`config.mk`:
```
export PLATFORM = sky130hd
export DESIGN_NAME = serial_addsub
export DESIGN_NICKNAME = d
export VERILOG_FILES = /design/src/rtl/serial_addsub.sv
export SDC_FILE = /design/constraint.sdc
export NUM_CORES = 1
export LEC_CHECK = 0
export BUFFER_PORTS_ARGS = -buffer_cell sky130_fd_sc_hd__buf_4
export CAP_MARGIN = 20
export CORE_MARGIN = 1.5
export CORE_UTILIZATION = 50
export DETAILED_ROUTE_END_ITERATION = 10
export GPL_ROUTABILITY_DRIVEN = 0
export GPL_TIMING_DRIVEN = 0
export PLACE_DENSITY = 0.71
export SYNTH_ARGS = -nofsm -noshare
export SYNTH_HDL_FRONTEND = slang
export SYNTH_SLANG_ARGS = --single-unit
```
`constraint.sdc`:
```
create_clock -name clk -period 3.6 [get_ports clk]
set_input_delay 0.18 -clock clk [delete_from_list [all_inputs] [get_ports clk]]
set_output_delay 0.18 -clock clk [all_outputs]
set_load 0.01 [all_outputs]
```
`src/rtl/serial_addsub.sv`:
```
// Bit-serial adder/subtractor: one full-adder step per clock, LSB first,
// with a start/done handshake and carry-out / signed-overflow flags.
module serial_addsub #(
  parameter int unsigned WIDTH = 16
) (
  input  logic             clk,
  input  logic             rst_n,
  input  logic             start,
  input  logic             sub,
  input  logic [WIDTH-1:0] a,
  input  logic [WIDTH-1:0] b,
  output logic             busy,
  output logic             done,
  output logic [WIDTH-1:0] r,
  output logic             co,
  output logic             ovf
);

  localparam int unsigned CW = $clog2(WIDTH);

  localparam logic [1:0] S_IDLE = 2'd0;
  localparam logic [1:0] S_RUN  = 2'd1;
  localparam logic [1:0] S_DONE = 2'd2;

  logic [1:0]       r_state;
  logic [WIDTH-1:0] r_a;
  logic [WIDTH-1:0] r_b;
  logic [WIDTH-1:0] r_res;
  logic [CW-1:0]    r_cnt;
  logic             r_c;
  logic             r_busy;
  logic             r_done;
  logic             r_co;
  logic             r_ovf;

  logic             w_s;
  logic             w_cnext;
  logic             w_last;

  always_comb begin
    w_s     = r_a[0] ^ r_b[0] ^ r_c;
    w_cnext = (r_a[0] & r_b[0]) | (r_a[0] & r_c) | (r_b[0] & r_c);
    w_last  = (r_cnt == CW'(WIDTH - 1));
  end

  always_ff @(posedge clk or negedge rst_n) begin
    if (!rst_n) begin
      r_state <= S_IDLE;
      r_a     <= '0;
      r_b     <= '0;
      r_res   <= '0;
      r_cnt   <= '0;
      r_c     <= 1'b0;
      r_busy  <= 1'b0;
      r_done  <= 1'b0;
      r_co    <= 1'b0;
      r_ovf   <= 1'b0;
    end else begin
      case (r_state)
        S_IDLE: begin
          if (start) begin
            // Subtraction is a + ~b + 1: the +1 enters as the initial carry.
            r_a     <= a;
            r_b     <= sub ? ~b : b;
            r_c     <= sub;
            r_cnt   <= '0;
            r_res   <= '0;
            r_busy  <= 1'b1;
            r_state <= S_RUN;
          end
        end
        S_RUN: begin
          r_res <= {w_s, r_res[WIDTH-1:1]};
          r_a   <= r_a >> 1;
          r_b   <= r_b >> 1;
          r_c   <= w_cnext;
          r_cnt <= r_cnt + CW'(1);
          if (w_last) begin
            // r_c here is the carry into the MSB; its XOR with carry-out flags signed overflow.
            r_co    <= w_cnext;
            r_ovf   <= r_c ^ w_cnext;
            r_busy  <= 1'b0;
            r_done  <= 1'b1;
            r_state <= S_DONE;
          end
        end
        S_DONE: begin
          r_done  <= 1'b0;
          r_state <= S_IDLE;
        end
        default: begin
          r_busy  <= 1'b0;
          r_done  <= 1'b0;
          r_state <= S_IDLE;
        end
      endcase
    end
  end

  assign busy = r_busy;
  assign done = r_done;
  assign r    = r_res;
  assign co   = r_co;
  assign ovf  = r_ovf;

endmodule

```
==> impl_metrics.csv <==
group,metric,value,unit
sta,relSlewSlack,50.4,%
detailed_routing,drc,0,
logic_synthesis,synth_area,2860,sq um
cells_and_area,finalNetCount,365,
cells_and_area,final_common_cell,"dfrtp_1",
floorplan,rows,27,
clock_network,ctsHtreeMaxLevel,3,
logic_synthesis,synth_ff_type,"dfrtp_1",
logic_synthesis,syn_area_per_cell,11.0,sq um
sta,whs,0.0887,ns
logic_synthesis,ys_ff_latch,59,
detailed_routing,vias_per_cell,5.66,
logic_synthesis,synthesis.nets,299,
setup_path,reg2regPathDepth,4,
detailed_routing,drt_iter0_markers,118,
setup_path,max_stage_delay,0.47,ns
setup_path,worst_setup_path_end_kind,"flip-flop",
detailed_routing,ant_nets,0,
global_route,grt_max_degree,60,
detailed_routing,routed_wirelength,6290,um
setup_path,crit_required,3.82,ns
logic_synthesis,ys_seq_area_share,51.6,%
placement,dp_hpwl,4360,um
placement,pre_cts_ws,2.12,ns
setup_path,worst-path-buf-inv,1,
setup_path,path_delay_family,"adder cells",
clock_network,cts_tree,"built",
power_and_ir_drop,p_leak,1.65,nW
setup_path,start_kind,"flip-flop",
logic_synthesis,ys_top_cells_by_area,"dfrtp_1 52%, a22oi_1 5.5%, xnor2_1 5.2%, a22o_1 4.9%, o21ai_0 3.7%",
floorplan,fp.dieW,78.7,um
sta,setup_viol,0,
clock_network,clockBufferDepth,2,
sta,fin_crit,1.46,ns
logic_synthesis,yosys_warnings,0,
setup_path,crit_path_end,"ovf",
logic_synthesis,synth_edf_count,0,
global_route,gr-usage-all-layers,22.2,%
status,status,"finished clean",
sta,slew_viol_final,0,
sta,rsz0062_at_grt,"false",
power_and_ir_drop,swShare,33.9,%
logic_synthesis,synth_top_area_share,51.6,%
setup_path,rr_startpoint,"r_a[0]",
cells_and_area,drive_above_1_share,27.2,%
cells_and_area,diodes,0,
power_and_ir_drop,pwr-share-comb,34.7,%
power_and_ir_drop,powerDensity,744,nW/um^2
setup_path,r2r-end,"ovf",
power_and_ir_drop,power.total,2.65,mW
sta,fin_skew,0.00708,ns
sta,setup_tns,0,ns
setup_path,slowest_stage,"fa_1",
setup_path,crit_fanout,3,
detailed_routing,drt-wirelength-per-cell,15.6,um
sta,final_hold_viol_count,0,
setup_path,crit_type,"flip-flop to flip-flop",
logic_synthesis,synth_area_leader_cell,"dfrtp_1",
setup_path,path_cells,"inv_1 > fa_1 > xnor2_1 > mux2_1",
flow_run,drv_cap,0,
power_and_ir_drop,p_clk_share,22.7,%
logic_synthesis,synth_cell_types,34,
setup_path,path_depth,4,
power_and_ir_drop,pwr-share-seq,42.6,%
placement,place_inst,387,
clock_network,cts.sinks,59,
sta,fin_crit_sh,40.6,%
clock_network,path_clk_slew,0.06,ns
floorplan,dieArea,6190,sq um
power_and_ir_drop,p_switching,0.899,mW
clock_network,worstSkewPairLatency,0.34,ns
cells_and_area,final_util,64.7,%
sta,fmax,0.684,GHz
setup_path,crit_start,"r_a[0]",
floorplan,start_util,52.0,%
clock_network,post-cts-setup-buffers,0,
global_route,grt_pass1_vias,2153,
floorplan,fp.dieH,78.7,um
cells_and_area,final_cell_mix,"59 x dfrtp_1, 56 x buf_4, 21 x o21ai_0, 21 x a22oi_1, 17 x xnor2_1",
setup_path,reg2reg_slack,2.14,ns
sta,worst_pin_slew,0.745,ns
detailed_routing,dr.pass1.iters,4,
clock_network,cts_resized,0,
floorplan,core,5510,sq um
setup_path,arrival,1.68,ns
global_route,antenna_found_initial,0,
logic_synthesis,syn_inst,261,
logic_synthesis,async_flop_share,100,%
power_and_ir_drop,ir_worst_vdd,0.475,mV
cells_and_area,fin_area,3560,sq um
power_and_ir_drop,internal-power,1.75,mW
min_path,hp-class,"input port to flip-flop",
floorplan,ios,56,
cells_and_area,layout.cells.non_filler,403,
placement,port_buffers,54,
global_route,grt-ovfl-total,0,
detailed_routing,num_vias,2281,
sta,setup_ws,2.14,ns
clock_network,cts_root_buf,"clkbuf_8",
clock_network,cts_buffers,9,
global_route,grt_pass1_wl,10500,um
cells_and_area,areaGrowthSynthToFinish,24.4,%
placement,place_area,3360,sq um
per-layer routing:
metal | track usage (%) | part of all wire (%) | vias to the layer above
li1 | - | - | 1086
met2 | 32.5 | 47 | 56
met3 | 5.47 | 5.3 | 7
met4 | 10.0 | 1.5 | 0
met1 | 30.9 | 47 | 1132
met5 | 0 | 0 | -
cell usage after synthesis, types with 2 or more instances:
master	instances
a21oi_1	14
buf_2	11
dfrtp_1	59
buf_4	2
nor2_1	2
clkbuf_1	7
and2b_1	2
a221o_1	9
a2bb2oi_1	3
nand2_1	12
o21ai_0	21
o21ai_1	2
buf_6	3
inv_1	16
a22oi_1	21
mux2i_1	2
nor2b_1	13
a22o_1	16
o211ai_2	6
xnor2_1	17
o32ai_1	10
worst min-delay path by stage:
stage,from,end,cells past startpoint
final,a[15],r_a[15],3
after global routing,a[15],r_a[15],3
after CTS,a[15],r_a[15],3
after detailed placement,rst_n,r_a[11],1
after global placement,rst_n,r_a[11],1
after floorplan,rst_n,busy,0
layout make-up:
| type | instances | area (sq um) |
|---|---|---|
| timing repair buffer | 55 | 415 |
| sequential | 59 | 1480 |
| buffer | 24 | 134 |
| clock buffer | 13 | 159 |
| clock inverter | 2 | 35.0 |
| tap | 72 | 90.1 |
| inverter | 16 | 60.1 |
| multi-input combinational | 162 | 1190 |
| fill | 460 | 1950 |
cells by family after synthesis:
family / count (synthesis) / share of synthesized area (%)
flops: 59 / 51.6
compound gates: 104 / 27.2
xor+xnor: 17 / 5.20
mux: 3 / 1.09
buf+inv: 40 / 6.78
simple gates: 36 / 7.04
fa+ha+maj: 2 / 1.14
power by group through the flow:
| stage | clock (mW) | combinational (mW) | sequential, mW |
|---|---|---|---|
| floorplan | 0 | 0.564 | 1.13 |
| finish | 0.601 | 0.919 | 1.13 |
| global route | 0.641 | 1.02 | 1.16 |
| detailed placement | 0 | 0.930 | 1.13 |
| CTS | 0.613 | 0.932 | 1.13 |
| global placement | 0 | 0.901 | 1.13 |
tightest hold or removal path: cells and delay by family:
kind / cells / cell delay, ns
buffers and inverters: 2 / 0.15
AOI/OAI and AO/OA: 1 / 0.06
state kept, by name, summed over array words and instances (netlist names):
signal and count:
r_cnt 4, co 1, r_b 16, r_c 1
done 1, r_state 2, r 16, r_a 16
busy 1, ovf 1
timing repair:
action | in CTS | in global routing
endpoints found under the setup margin | 0 | 0
hold endpoints to repair | 59 | 0
hold buffers | 1 | 0
Power figures use the tool's default switching activity.
